$ cat src/rtl/uart_rx.sv
`default_nettype none
// ============================================================================
// Module      : uart_rx
// Description : UART receiver, 8 data bits LSB first, even parity, one stop
//               bit. Presents good bytes with a level valid flag cleared by
//               the consumer, and flags parity failures on error_led.
// Revision    : 1.0 - initial release
// ============================================================================
module uart_rx #(
    parameter int Clkperbaud = 1250
) (
    input  logic       clk,
    input  logic       nRst,
    input  logic       rx_serial,
    input  logic       rec_ready,
    output logic [7:0] rx_byte,
    output logic       rx_ready,
    output logic       error_led
);

    localparam int c_CW = $clog2(Clkperbaud) + 1;
    // START entry already spends one cycle with the counter at 0, so the
    // mid-start sample lands on half-bit minus one cycle after detection.
    localparam logic [c_CW-1:0] c_START_LAST = c_CW'(Clkperbaud / 2 - 2);
    localparam logic [c_CW-1:0] c_BIT_LAST   = c_CW'(Clkperbaud - 1);

    localparam logic [2:0] c_IDLE   = 3'd0;
    localparam logic [2:0] c_START  = 3'd1;
    localparam logic [2:0] c_DATAIN = 3'd2;
    localparam logic [2:0] c_PARITY = 3'd3;
    localparam logic [2:0] c_STOP   = 3'd4;
    localparam logic [2:0] c_CLEAN  = 3'd5;

    logic            r_sync1;
    logic            r_sync2;
    logic [2:0]      r_state;
    logic [2:0]      w_next_state;
    logic [c_CW-1:0] r_cnt;
    logic [2:0]      r_bit_idx;
    logic [7:0]      r_shift;
    logic            r_parity_ok;
    logic [7:0]      r_byte;
    logic            r_ready;
    logic            r_err;

    logic w_tick;
    logic w_cnt_clear;
    logic w_shift_en;
    logic w_par_sample;
    logic w_deliver;
    logic w_flag_err;

    // Two-flop synchroniser for the asynchronous serial line (idles high)
    always_ff @(posedge clk) begin
        if (nRst) begin
            r_sync1 <= 1'b1;
            r_sync2 <= 1'b1;
        end else begin
            r_sync1 <= rx_serial;
            r_sync2 <= r_sync1;
        end
    end

    // Sample tick: half-bit in START, full bit period elsewhere
    assign w_tick = (r_state == c_START) ? (r_cnt == c_START_LAST)
                                         : (r_cnt == c_BIT_LAST);

    // State register
    always_ff @(posedge clk) begin
        if (nRst) r_state <= c_IDLE;
        else      r_state <= w_next_state;
    end

    // Next-state logic
    always_comb begin
        w_next_state = r_state;
        case (r_state)
            c_IDLE:   if (!r_sync2) w_next_state = c_START;
            c_START:  if (w_tick) w_next_state = r_sync2 ? c_IDLE : c_DATAIN;
            c_DATAIN: if (w_tick && (r_bit_idx == 3'd7)) w_next_state = c_PARITY;
            c_PARITY: if (w_tick) w_next_state = c_STOP;
            c_STOP:   if (w_tick) w_next_state = c_CLEAN;
            c_CLEAN:  w_next_state = c_IDLE;
            default:  w_next_state = c_IDLE;
        endcase
    end

    // Output/control decode from the current state
    always_comb begin
        w_cnt_clear  = (r_state == c_IDLE) || (r_state == c_CLEAN) || w_tick;
        w_shift_en   = (r_state == c_DATAIN) && w_tick;
        w_par_sample = (r_state == c_PARITY) && w_tick;
        w_deliver    = (r_state == c_STOP) && w_tick && r_sync2 && r_parity_ok;
        w_flag_err   = (r_state == c_STOP) && w_tick && r_sync2 && !r_parity_ok;
    end

    // Bit-period counter, bit index, shift register and parity result
    always_ff @(posedge clk) begin
        if (nRst) begin
            r_cnt       <= '0;
            r_bit_idx   <= 3'd0;
            r_shift     <= 8'h00;
            r_parity_ok <= 1'b0;
        end else begin
            r_cnt <= w_cnt_clear ? '0 : r_cnt + 1'b1;
            if ((r_state == c_IDLE) || (r_state == c_CLEAN))
                r_bit_idx <= 3'd0;
            else if (w_shift_en)
                r_bit_idx <= r_bit_idx + 3'd1;
            if (r_state == c_CLEAN)
                r_shift <= 8'h00;
            else if (w_shift_en)
                r_shift <= {r_sync2, r_shift[7:1]};
            if (w_par_sample)
                r_parity_ok <= ((^r_shift) == r_sync2);
        end
    end

    // Delivered byte, valid flag (set beats consumer clear) and error flag
    always_ff @(posedge clk) begin
        if (nRst) begin
            r_byte  <= 8'h00;
            r_ready <= 1'b0;
            r_err   <= 1'b0;
        end else begin
            if (w_deliver) begin
                r_byte  <= r_shift;
                r_ready <= 1'b1;
                r_err   <= 1'b0;
            end else begin
                if (rec_ready) r_ready <= 1'b0;
                if (w_flag_err) r_err <= 1'b1;
            end
        end
    end

    assign rx_byte   = r_byte;
    assign rx_ready  = r_ready;
    assign error_led = r_err;

endmodule
`default_nettype wire

$ cat config.mk
export PLATFORM = sky130hd
export DESIGN_NAME = uart_rx
export DESIGN_NICKNAME = d
export VERILOG_FILES = /design/src/rtl/uart_rx.sv
export SDC_FILE = /design/constraint.sdc
export NUM_CORES = 1
export LEC_CHECK = 0
export BUFFER_PORTS_ARGS = -buffer_cell sky130_fd_sc_hd__buf_2
export CAP_MARGIN = 25
export CORE_ASPECT_RATIO = 0.5
export CORE_UTILIZATION = 59
export DETAILED_ROUTE_END_ITERATION = 6
export GPL_TIMING_DRIVEN = 1
export MAX_ROUTING_LAYER = met4
export PLACE_DENSITY_LB_ADDON = 0.3
export SLEW_MARGIN = 40
export SYNTH_ARGS = -nofsm -noshare
export SYNTH_HDL_FRONTEND = slang
export SYNTH_SLANG_ARGS = --single-unit
$ cat constraint.sdc
create_clock -name clk -period 2.25 [get_ports clk]
set_input_delay 0.45 -clock clk [delete_from_list [all_inputs] [get_ports clk]]
set_output_delay 0.45 -clock clk [all_outputs]
set_load 0.02 [all_outputs]
; ---- Word level (Yosys, flattened, before mapping)
; Index checks and enable logic that the tools add are counted.
[totals]
regBits = 39
in_bits = 4
out_inout_bits = 10
elab_cells = 54
[op_classes]
add_sub_neg = 2
n_eq_ne = 14
mux = 10
reduce_logical = 18
[ops]
columns = operator, n
row1 = two-way mux 3 bit, 5
row2 = case mux 3 bit (5 select lines), 1
row3 = adder 12 x 1 -> 12 bit (second input constant), 1
row4 = equality test 12 x 10 -> 1 bit (second input constant), 1
row5 = equality test 12 x 11 -> 1 bit (second input constant), 1
row6 = != test 2 bit (second input constant), 5
row7 = equality test 3 bit (second input constant), 3
row8 = OR reduction 2 bit, 4
row9 = parity 8 bit, 1
row10 = logical AND 1 bit, 7
row11 = equality test 3 x 2 -> 1 bit (second input constant), 2
row12 = AND reduction 5 bit, 1
row13 = adder 3 x 1 -> 3 bit (second input constant), 1
row14 = equality test 3 x 1 -> 1 bit (second input constant), 1
row15 = logical NOT 3 bit, 1
row16 = two-way mux 1 bit, 3
row17 = logical OR 1 bit, 2
row18 = two-way mux 2 bit, 1
row19 = nonzero test 2 bit, 1
row20 = equality test 1 bit, 1
row21 = logical NOT 1 bit, 1

; ---- Longest topological paths before layout
; Gate-level depths: netlist of run 1.
[logic_depth]
depth_word = 6
ltp_mapped = 7

; ---- Worst setup path after synthesis of run 1
; No wires, ideal clock.
[synth_path]
path_kind = reg-to-reg
start = register r_cnt[2]
end = register r_byte[0], in the netlist rx_byte[0]
setup_ns = 0.072
arrival_ns = 1.486
t_required_ns = 2.178
slack_ns = 0.693
stages_incl_launch_ff = 7
n_path_buf = 2
path_cell_list = dfxtp_1 -> buf_4 -> nor4_4 -> o211a_1 -> o2111a_1 -> buf_6 -> mux2i_1
[synth_between]
elab_chain_len = 5
[synth_rtl]
columns = element, line_no
row1 = start: declaration, 38  ; logic [c_CW-1:0] r_cnt;
row2 = start signal: assignment, 105  ; r_cnt <= w_cnt_clear ? '0 : r_cnt + 1'b1;
row3 = equality test 12 x 11 -> 1 bit / equality test 12 x 10 -> 1 bit (equally long branches), "66, 65"
row4 = two-way mux 1 bit (*), 65  ; assign w_tick = (r_state == c_START) ? (r_cnt == c_START_LAST)
row5 = logical AND 1 bit (*) (3 in a row), 93  ; w_deliver = (r_state == c_STOP) && w_tick && r_sync2 && r_parity_ok;
row6 = end signal: assignment, 127  ; r_byte <= r_shift;
row7 = end: declaration, 42  ; logic [7:0] r_byte;
; Every way passes the cells marked *; elsewhere a longest branch is shown, timed or not.
; A chain may end at the register's enable or synchronous reset.

; ---- Worst setup path in the final report of run 1
[layout_path]
start = register r_state[0]
end = register r_byte[7], in the netlist rx_byte[7]
[layout_between]
elab_chain_len = 5
[layout_rtl]
columns = element, line_no
row1 = start: declaration, 36  ; logic [2:0] r_state;
row2 = start signal: assignment, 70  ; if (nRst) r_state <= c_IDLE;
row3 = start signal: assignment, 71  ; else r_state <= w_next_state;
row4 = equality test 3 x 1 -> 1 bit, 65
row5 = two-way mux 1 bit, 65
row6 = logical AND 1 bit (*) (3 in a row), 93
; Marks and branches as above.

==> results of run 1 <==
[worst max-delay path: stages, from the launching register on]
cell      delay (ns)
dfxtp_1         0.51
nor2b_1         0.33
and4b_1         0.35
o2111a_1        0.23
buf_4           0.20
mux2i_1         0.19
[cell families (layout without fill, tap and decap cells)]
| logic type | count (synthesis) | in the layout | share of synthesized area (%) |
|---|---|---|---|
| compound gates | 46 | 46 | 14.87 |
| xor+xnor | 16 | 16 | 7.849 |
| fa+ha+maj | 3 | 3 | 1.915 |
| buf+inv | 17 | 27 | 5.424 |
| flops | 39 | 39 | 39.82 |
| mux | 8 | 8 | 4.084 |
| simple gates | 80 | 80 | 26.04 |
[worst min path at each step]
stage,startpoint,endpoint,slack [ns],cells past startpoint
after detailed placement,r_sync1$_SDFF_PP1_,r_sync2$_SDFF_PP1_,0.40,1
after floorplan,r_sync1$_SDFF_PP1_,r_sync2$_SDFF_PP1_,0.39,1
final,rx_serial,r_sync1$_SDFF_PP1_,0.34,2
after global placement,r_sync1$_SDFF_PP1_,r_sync2$_SDFF_PP1_,0.40,1
after global routing,rx_serial,r_sync1$_SDFF_PP1_,0.34,2
after CTS,rx_serial,r_sync1$_SDFF_PP1_,0.33,2
[power by group through the flow]
stage	clock (W)	combinational, W	sequential [W]
floorplan	0	0.0000453	0.000714
global placement	0	0.0000492	0.000719
detailed placement	0	0.0000507	0.000720
CTS	0.000609	0.0000508	0.000704
global route	0.000639	0.0000582	0.000706
finish	0.000593	0.0000508	0.000705
[synth_stat cells (4+ instances only)]
master    number  share of area [%]
nor2_1         5               0.96
mux2i_1        8                4.1
and3_1         4                1.3
nand2b_1      18                5.7
a21oi_1       14                3.6
o21ai_0       15                3.8
nand2_1        6                1.1
buf_2          4                1.0
xnor2_1       10                4.5
nand3_1        5                1.3
clkbuf_1       4               0.77
buf_6          4                2.3
dfxtp_1       39                 40
xor2_1         5                2.2
nand4_1       11                3.5
nor3_1        10                2.6
[metal layers]
layer	up-vias	wire length, µm	global-route usage (%)
li1	776	-	-
met1	698	1700	27.15
met2	34	1612	37.38
met3	8	172	6.420
met4	0	60	10.17
met5	-	0	-
[state kept, by name, summed over array words and instances, names as in the netlist]
signal,cells
r_parity_ok,1
rx_byte,8
r_sync2,1
r_cnt,12
rx_ready,1
r_state,3
error_led,1
r_bit_idx,3
r_shift,8
r_sync1,1
[per-stage QoR]
stage                      power, W  instances  setup WS [ns]  hold slack, ns
after floorplan           0.0007596        209         0.6927          0.3895
after global routing       0.001403        259         0.2197          0.3443
after CTS                  0.001364        259         0.3976          0.3285
final                      0.001349        259         0.3735          0.3351
after detailed placement  0.0007711        251         0.4144          0.3974
after global placement    0.0007686        251         0.5375          0.3958
[final cells by class]
cell class,instances,area (µm²)
clock buffers,6,82.58
clock inverters,2,35.03
fillers,240,962.2
inverters,3,11.26
multi-input cells,153,1074
flip-flops and latches,39,780.7
well taps,40,50.05
repair buffers,16,87.58
==> flow_metrics.env, run 1 <==
export IMPL_starting_utilization_of_the_core_area_pct=63.60
export IMPL_timing_slew_headroom_pct=56.39
export IMPL_share_comb_of_total_power_pct=3.8
export IMPL_grt_start_max_net_pins=27
export IMPL_floorplan_core_area_um2=3083
export IMPL_portBuffers=13
export IMPL_setup_total_negative_slack_ns=0
export IMPL_primary_flip_flop_cell_chosen_by_synthesis_mapping="dfxtp_1"
export IMPL_avgSynthCellArea_um2=9.381
export IMPL_postLayoutCoreUtil_pct=68.79
export IMPL_aggregate_global_route_resource_usage_pct=22.95
export IMPL_p_sw_w=0.0002746
export IMPL_worst_skew_pair_late_latency_ns=0.29
export IMPL_post_dp_cell_area_um2=2003
export IMPL_dieWidth_um=83.53
export IMPL_design_die_area_um2=3572
export IMPL_synth_enable_flop_cells=0
export IMPL_p_leak_nw=0.7673
export IMPL_cts_htree_levels=2
export IMPL_layout_commonest_cell="dfxtp_1"
export IMPL_cp_data_required_time_ns=2.48
export IMPL_synth_cell_type_count=47
export IMPL_clock_pin_transition_on_the_worst_setup_and_hold_timing_paths_ns=0.07
export IMPL_grt_setup_unrepaired="false"
export IMPL_post_drt_via_cell_ratio=5.853
export IMPL_timing_critical_path_fanout_max=11
export IMPL_final_max_slew_violation_count=0
export IMPL_min_period_over_period_pct=83.40
export IMPL_peakVddDrop_v=0.0003913
export IMPL_power_share_clock_pct=44.0
export IMPL_synth_seq_area_share_pct=39.82
export IMPL_first_pass_grt_wire_length_mm=6.127
export IMPL_critical_path_reg2reg_startpoint="r_state[0]$_SDFFE_PP0P_"
export IMPL_timing_critical_path_to_type="flip-flop"
export IMPL_layout_nets=225
export IMPL_cts_inserted_buffers=5
export IMPL_fp_row_count=14
export IMPL_postRouteAntennaNets=0
export IMPL_worst_reg2reg_path_length_in_cells=5
export IMPL_holdBufCountCts=0
export IMPL_layout_cell_area_non_filler_um2=2121
export IMPL_timing_final_hold_violations=0
export IMPL_antenna_found_initial=0
export IMPL_drc=0
export IMPL_routed_via_count=1516
export IMPL_overflow=0
export IMPL_area_growth_pct=8.168
export IMPL_clock_tree_from_tritoncts="done"
export IMPL_endpoint="rx_byte[7]$_SDFFE_PP0P_"
export IMPL_ioPinCount=14
export IMPL_synth_nets=216
export IMPL_worst_slew_pin_transition_ns=0.6376
export IMPL_final_weighted_congestion_of_routability_driven_global_placement=0.8786
export IMPL_status="finished clean"
export IMPL_cts_sinks=39
export IMPL_vertical_extent_of_the_die_um=42.76
export IMPL_netlist_instances=209
export IMPL_detail_route_wirelength_mm=3.546
export IMPL_crit_startpoint="r_state[0]$_SDFFE_PP0P_"
export IMPL_dp_final_hpwl_mm=2.463
export IMPL_drt_wirelength_per_cell_um=13.69
export IMPL_share_seq_of_total_power_pct=52.3
export IMPL_post_cts_setup_buffer_count=0
export IMPL_cap_violations=0
export IMPL_cts_resized_gates=0
export IMPL_synth_seq_cells=39
export IMPL_worst_hold_path_type="in2reg"
export IMPL_post_route_min_period_ns=1.877
export IMPL_timing_setup_critical_path_class="reg2reg"
export IMPL_intPower_w=0.001074
export IMPL_maxClockFrequency_mhz=532.9
export IMPL_swShare_pct=20.36
export IMPL_synthesis_area_um2=1961
export IMPL_arrival_ns=2.10
export IMPL_most_common_layout_cells="39 x dfxtp_1, 18 x nand2b_1, 15 x o21ai_0"
export IMPL_synth_warning_count=0
export IMPL_crit_path_start_kind="flip-flop"
export IMPL_final_layout_size_suffix_gt1_share_pct=16.44
export IMPL_async_flop_share_pct=0
export IMPL_cts_root_to_sink_buffers=2
export IMPL_power_density_nw_per_um2=636.0
export IMPL_reg2reg_end="rx_byte[7]$_SDFFE_PP0P_"
export IMPL_timing_reg2reg_setup_slack_ns=0.37
export IMPL_finalSetupViolations=0
export IMPL_drt_first_pass_iters=4
export IMPL_cts_root_buffer_cell="clkbuf_8"
export IMPL_n_antenna_cell=0
export IMPL_vias_in_the_first_global_route=1384
export IMPL_clock_skew_final_ns=0.005759
export IMPL_detail_route_iter0_violations=84
Note: power is estimated with default switching activity, not from simulation.
==> run 2: changes to the inputs <==
- clock period: 2.25 -> 1.9 ns (I/O delays scaled with it)
==> flow_metrics.env, run 2 (synthesis results as in run 1) <==
export IMPL_status="finished clean"
export IMPL_layout_nets=229
export IMPL_critical_path_reg2reg_startpoint="r_state[1]$_SDFFE_PP0P_"
export IMPL_holdCritStartpoint="rx_serial"
export IMPL_cts_htree_levels=2
export IMPL_drt_first_pass_iters=4
export IMPL_timing_final_hold_violations=0
export IMPL_worst_skew_pair_late_latency_ns=0.30
export IMPL_arrival_ns=2.02
export IMPL_timing_critical_path_to_type="flip-flop"
export IMPL_detail_route_wirelength_mm=3.812
export IMPL_max_reg_flops=12
export IMPL_dieWidth_um=83.53
export IMPL_grt_util_met1_pct=29.50
export IMPL_design_die_area_um2=3572
export IMPL_timing_hold_worst_endpoint="r_sync1$_SDFF_PP1_"
export IMPL_grtUsageMet3_pct=6.031
export IMPL_p_sw_w=0.0003561
export IMPL_overflow=0
export IMPL_final_layout_size_suffix_gt1_share_pct=17.94
export IMPL_final_setup_worst_slack_ns=0.1134
export IMPL_setup_total_negative_slack_ns=0
export IMPL_most_common_layout_cells="39 x dfxtp_1, 18 x nand2b_1, 15 x o21ai_0"
export IMPL_power_share_clock_pct=38.4
export IMPL_dp_final_hpwl_mm=2.666
export IMPL_power_total_w=0.001465
export IMPL_final_weighted_congestion_of_routability_driven_global_placement=0.8321
export IMPL_min_period_over_period_pct=94.03
export IMPL_cts_sinks=39
export IMPL_holdBufCountCts=0
export IMPL_clock_skew_final_ns=0.006952
export IMPL_critical_path_slowest_cell="or3_1"
export IMPL_n_antenna_cell=0
export IMPL_busiest_layer="met2"
export IMPL_cp_data_required_time_ns=2.13
export IMPL_aggregate_global_route_resource_usage_pct=24.31
export IMPL_floorplan_core_area_um2=3083
export IMPL_power_density_nw_per_um2=689.8
export IMPL_area_growth_pct=8.296
export IMPL_vertical_extent_of_the_die_um=42.76
export IMPL_ioPinCount=14
export IMPL_drc=0
export IMPL_drt_wirelength_per_cell_um=14.49
export IMPL_timing_slew_headroom_pct=58.78
export IMPL_postRouteAntennaNets=0
export IMPL_timing_critical_path_fanout_max=12
export IMPL_intPower_w=0.001109
export IMPL_hold_path_cell_count=2
export IMPL_cap_violations=0
export IMPL_antenna_found_initial=0
export IMPL_clock_tree_from_tritoncts="done"
export IMPL_maxClockFrequency_mhz=559.7
export IMPL_share_comb_of_total_power_pct=4.7
export IMPL_timing_reg2reg_setup_slack_ns=0.11
export IMPL_post_route_min_period_ns=1.787
export IMPL_worst_reg2reg_path_length_in_cells=4
export IMPL_crit_path_frequent_cell="or3_1"
export IMPL_register_with_the_highest_flop_count="r_cnt"
export IMPL_fp_row_count=14
export IMPL_worst_slew_pin_transition_ns=0.6160
export IMPL_max_stage_delay_ns=0.56
export IMPL_path_cells="inv_1 > or3_1 > or3_1 > a21oi_1"
export IMPL_grt_setup_unrepaired="false"
export IMPL_vias_in_the_first_global_route=1404
export IMPL_reg2reg_end="r_bit_idx[0]$_SDFFE_PP0P_"
export IMPL_clock_pin_transition_on_the_worst_setup_and_hold_timing_paths_ns=0.08
export IMPL_fillerInstances=252
export IMPL_timing_setup_critical_path_class="reg2reg"
export IMPL_grt_start_max_net_pins=16
export IMPL_cts_root_to_sink_buffers=2
export IMPL_worst_hold_path_type="in2reg"
export IMPL_post_dp_cell_area_um2=2033
export IMPL_portBuffers=13
export IMPL_final_max_slew_violation_count=0
export IMPL_p_leak_nw=0.7673
export IMPL_finalSetupViolations=0
export IMPL_peakVddDrop_v=0.0003937
export IMPL_starting_utilization_of_the_core_area_pct=63.60
export IMPL_swShare_pct=24.31
export IMPL_post_drt_via_cell_ratio=5.966
export IMPL_detail_route_iter0_violations=64
export IMPL_first_pass_grt_wire_length_mm=6.513
export IMPL_cts_root_buffer_cell="clkbuf_8"
export IMPL_cts_inserted_buffers=5
export IMPL_layout_cell_area_non_filler_um2=2123
export IMPL_routed_via_count=1569
export IMPL_share_seq_of_total_power_pct=56.9
export IMPL_preCtsSetupSlack_ns=0.1556
export IMPL_layout_commonest_cell="dfxtp_1"
export IMPL_crit_path_start_kind="flip-flop"
export IMPL_global_route_usage_met2_pct=40.00
==> run 2: cell types whose count changed in the layout (fill, tap and decap cells not counted), sizes merged <==
cell      change
clkbuf        -1
buf           +4
bufinv        -1
clkinvlp      +2
==> run 2: worst max-delay path: cells and delay by family, from the launching register on <==
family                 cells  cell delay (ns)
buffers and inverters      1             0.20
and+or+nand+nor            2             0.92
AOI/OAI and AO/OA          1             0.14
DFF                        1             0.47
==> run 2: worst max path at each step <==
stage | startpoint | to | slack, ns | depth (start not counted)
detailed placement | r_state[1]$_SDFFE_PP0P_ | r_bit_idx[0]$_SDFFE_PP0P_ | 0.16 | 4
global route | r_cnt[2]$_SDFF_PP0_ | rx_byte[2]$_SDFFE_PP0P_ | 0.02 | 5
CTS | r_cnt[2]$_SDFF_PP0_ | rx_byte[2]$_SDFFE_PP0P_ | 0.11 | 5
global placement | r_state[1]$_SDFFE_PP0P_ | r_bit_idx[0]$_SDFFE_PP0P_ | 0.21 | 4
floorplan | r_cnt[2]$_SDFF_PP0_ | rx_byte[0]$_SDFFE_PP0P_ | 0.34 | 6
finish | r_state[1]$_SDFFE_PP0P_ | r_bit_idx[0]$_SDFFE_PP0P_ | 0.11 | 4
==> run 2: layer usage <==
metal  up-vias  routed length (µm)
met5         -                   0
met4         0                  83
met3        10                 142
met2        29                1796
met1       746                1790
li1        784                   -
==> run 2: area by class of cell <==
cell class              instances  area (µm²)  share of cell area (%)
clock buffers                   5       68.82                   3.241
clock inverters                 3       20.02                  0.9428
inverters                       3       11.26                  0.5303
multi-input cells             153        1075                   50.62
flip-flops and latches         39       780.7                   36.77
well taps                      40       50.05                   2.357
repair buffers                 20       117.6                   5.539
==> run 2: stage by stage <==
stage               cells  utilization, %  hold WS [ns]
floorplan             209               -        0.3895
global placement      255           65.95        0.3913
detailed placement    255           65.95        0.4090
CTS                   263           68.83        0.2619
global route          263           68.87        0.2762
finish                263           68.87        0.2687
==> run 2: what timing repair did <==
action / in CTS / in global routing
setup buffers: 0 / 0
setup endpoints to repair: 0 / 1
resized for setup: 0 / 1
==> run 2: power by group through the flow <==
stage / Sequential (W) / Combinational, W / Clock, W
after floorplan: 0.000846 / 0.0000536 / 0
after global placement: 0.000853 / 0.0000669 / 0
after detailed placement: 0.000853 / 0.0000682 / 0
after CTS: 0.000833 / 0.0000681 / 0.000571
after global routing: 0.000835 / 0.0000759 / 0.000604
final: 0.000834 / 0.0000684 / 0.000562
==> run 3: changes to the inputs <==
- CORE_UTILIZATION: 59 -> 60
- clock period: 1.9 -> 2.1 ns (I/O delays scaled with it)
==> flow_metrics.env, run 3 (synthesis results as in run 1) <==
export IMPL_p_leak_nw=0.7532
export IMPL_maxClockFrequency_mhz=534.0
export IMPL_multi_input_comb_area_um2=1074
export IMPL_detail_route_iter0_violations=81
export IMPL_timing_hold_worst_endpoint="r_sync1$_SDFF_PP1_"
export IMPL_power_total_w=0.001308
export IMPL_min_period_over_period_pct=89.18
export IMPL_area_growth_pct=6.637
export IMPL_buffers_inverters_on_critical_path=1
export IMPL_layout_nets=225
export IMPL_worst_slew_pin_transition_ns=0.6229
export IMPL_cts_sinks=39
export IMPL_timing_reg2reg_setup_slack_ns=0.23
export IMPL_power_density_nw_per_um2=625.6
export IMPL_setup_total_negative_slack_ns=0
export IMPL_cts_resized_gates=0
export IMPL_cts_root_to_sink_buffers=2
export IMPL_cp_data_required_time_ns=2.32
export IMPL_dp_final_hpwl_mm=2.419
export IMPL_starting_utilization_of_the_core_area_pct=64.33
export IMPL_path_cells="nor2b_1 > and4b_1 > o2111a_1 > buf_4 > mux2i_1"
export IMPL_critical_path_slowest_cell="dfxtp_1"
export IMPL_finalSetupViolations=0
export IMPL_final_weighted_congestion_of_routability_driven_global_placement=0.8899
export IMPL_crit_path_start_kind="flip-flop"
export IMPL_critical_path_top_delay_family="simple AND/OR/NAND/NOR gates"
export IMPL_grt_start_max_net_pins=27
export IMPL_layout_commonest_cell="dfxtp_1"
export IMPL_n_antenna_cell=0
export IMPL_worst_skew_pair_late_latency_ns=0.29
export IMPL_final_max_slew_violation_count=0
export IMPL_post_route_min_period_ns=1.873
export IMPL_holdBufCountCts=0
export IMPL_timing_final_hold_violations=0
export IMPL_holdCritStartpoint="rx_serial"
export IMPL_peakVddDrop_v=0.0003296
export IMPL_vias_in_the_first_global_route=1350
export IMPL_fp_row_count=14
export IMPL_ff_latch_area_um2=780.7
export IMPL_timing_critical_path_fanout_max=11
export IMPL_fillerInstances=251
export IMPL_worst_reg2reg_path_length_in_cells=5
export IMPL_hold_path_cell_count=2
export IMPL_drc=0
export IMPL_cts_inserted_buffers=5
export IMPL_worst_hold_path_type="in2reg"
export IMPL_floorplan_core_area_um2=3048
export IMPL_critical_path_reg2reg_startpoint="r_state[0]$_SDFFE_PP0P_"
export IMPL_reg2reg_end="rx_byte[5]$_SDFFE_PP0P_"
export IMPL_clock_tree_from_tritoncts="done"
export IMPL_drt_wirelength_per_cell_um=13.77
export IMPL_post_cts_setup_buffer_count=0
export IMPL_detail_route_wirelength_mm=3.553
export IMPL_clock_skew_final_ns=0.008831
export IMPL_clock_pin_transition_on_the_worst_setup_and_hold_timing_paths_ns=0.07
export IMPL_status="finished clean"
export IMPL_arrival_ns=2.09
export IMPL_timing_critical_path_to_type="flip-flop"
export IMPL_drt_first_pass_iters=4
export IMPL_vertical_extent_of_the_die_um=42.42
export IMPL_aggregate_global_route_resource_usage_pct=22.25
export IMPL_max_stage_delay_ns=0.49
export IMPL_timing_slew_headroom_pct=58.32
export IMPL_post_drt_via_cell_ratio=5.938
export IMPL_antenna_found_initial=0
export IMPL_timing_setup_critical_path_class="reg2reg"
export IMPL_final_layout_size_suffix_gt1_share_pct=16.06
export IMPL_cts_root_buffer_cell="clkbuf_8"
export IMPL_postRouteAntennaNets=0
export IMPL_first_pass_grt_wire_length_mm=5.982
export IMPL_dieWidth_um=82.84
export IMPL_cap_violations=0
export IMPL_register_with_the_highest_flop_count="r_cnt"
export IMPL_ioPinCount=14
export IMPL_portBuffers=13
export IMPL_max_reg_flops=12
export IMPL_cts_htree_levels=2
export IMPL_most_common_layout_cells="39 x dfxtp_1, 18 x nand2b_1, 15 x o21ai_0"
export IMPL_grt_setup_unrepaired="false"
export IMPL_routed_via_count=1532
export IMPL_overflow=0
export IMPL_design_die_area_um2=3514
[run 3: cell types whose count changed in the layout (fill, tap and decap cells not counted)]
| cell | previous run | this run |
|---|---|---|
| clkbuf_8 | 5 | 6 |
| a2111oi_0 | 0 | 1 |
| buf_4 | 7 | 3 |
| clkinvlp_4 | 2 | 0 |
| a2111oi_1 | 1 | 0 |
[run 3: area by class of cell]
class	count	area share (%)
clock buffers	6	3.950
clock inverters	1	0.2394
inverters	3	0.5386
multi-input cells	153	51.35
flip-flops and latches	39	37.34
well taps	40	2.394
repair buffers	16	4.189
[run 3: routing by layer]
layer	routed length (µm)	up-vias	track usage, %	share of wire [%]
met2	1640	39	35.25	46
met5	0	-	-	0
met4	40	0	8.966	1.1
met3	182	7	6.299	5.1
li1	-	777	-	-
met1	1690	709	27.17	48
[run 3: where the power goes]
| part | internal [W] | switching (W) |
|---|---|---|
| Clock | 0.000257 | 0.000243 |
| Sequential | 0.000745 | 0.00000922 |
| Combinational | 0.0000218 | 0.0000316 |
[run 3: worst max path at each step]
| stage | startpoint | endpoint | slack (ns) | cells past startpoint |
|---|---|---|---|---|
| 5_1_grt | r_state[0]$_SDFFE_PP0P_ | rx_byte[5]$_SDFFE_PP0P_ | 0.13 | 5 |
| 6_report | r_state[0]$_SDFFE_PP0P_ | rx_byte[5]$_SDFFE_PP0P_ | 0.23 | 5 |
| 2_1_floorplan | r_cnt[2]$_SDFF_PP0_ | rx_byte[0]$_SDFFE_PP0P_ | 0.54 | 6 |
| 3_5_place_dp | r_state[0]$_SDFFE_PP0P_ | rx_byte[5]$_SDFFE_PP0P_ | 0.27 | 5 |
| 3_3_place_gp | r_state[0]$_SDFFE_PP0P_ | rx_byte[2]$_SDFFE_PP0P_ | 0.37 | 5 |
| 4_1_cts | r_state[0]$_SDFFE_PP0P_ | rx_byte[5]$_SDFFE_PP0P_ | 0.25 | 5 |
[run 3: per-stage QoR]
stage | setup slack [ns] | area [µm²] | utilization (%) | hold WS (ns) | std cells
6_report | 0.2273 | 2091 | 68.60 | 0.3117 | 258
5_1_grt | 0.1256 | 2091 | 68.60 | 0.3077 | 258
4_1_cts | 0.2473 | 2091 | 68.60 | 0.3049 | 258
3_5_place_dp | 0.2652 | 2003 | 65.72 | 0.4044 | 251
3_3_place_gp | 0.3699 | 2003 | 65.72 | 0.3946 | 251
2_1_floorplan | 0.5427 | 1961 | - | 0.3895 | 209
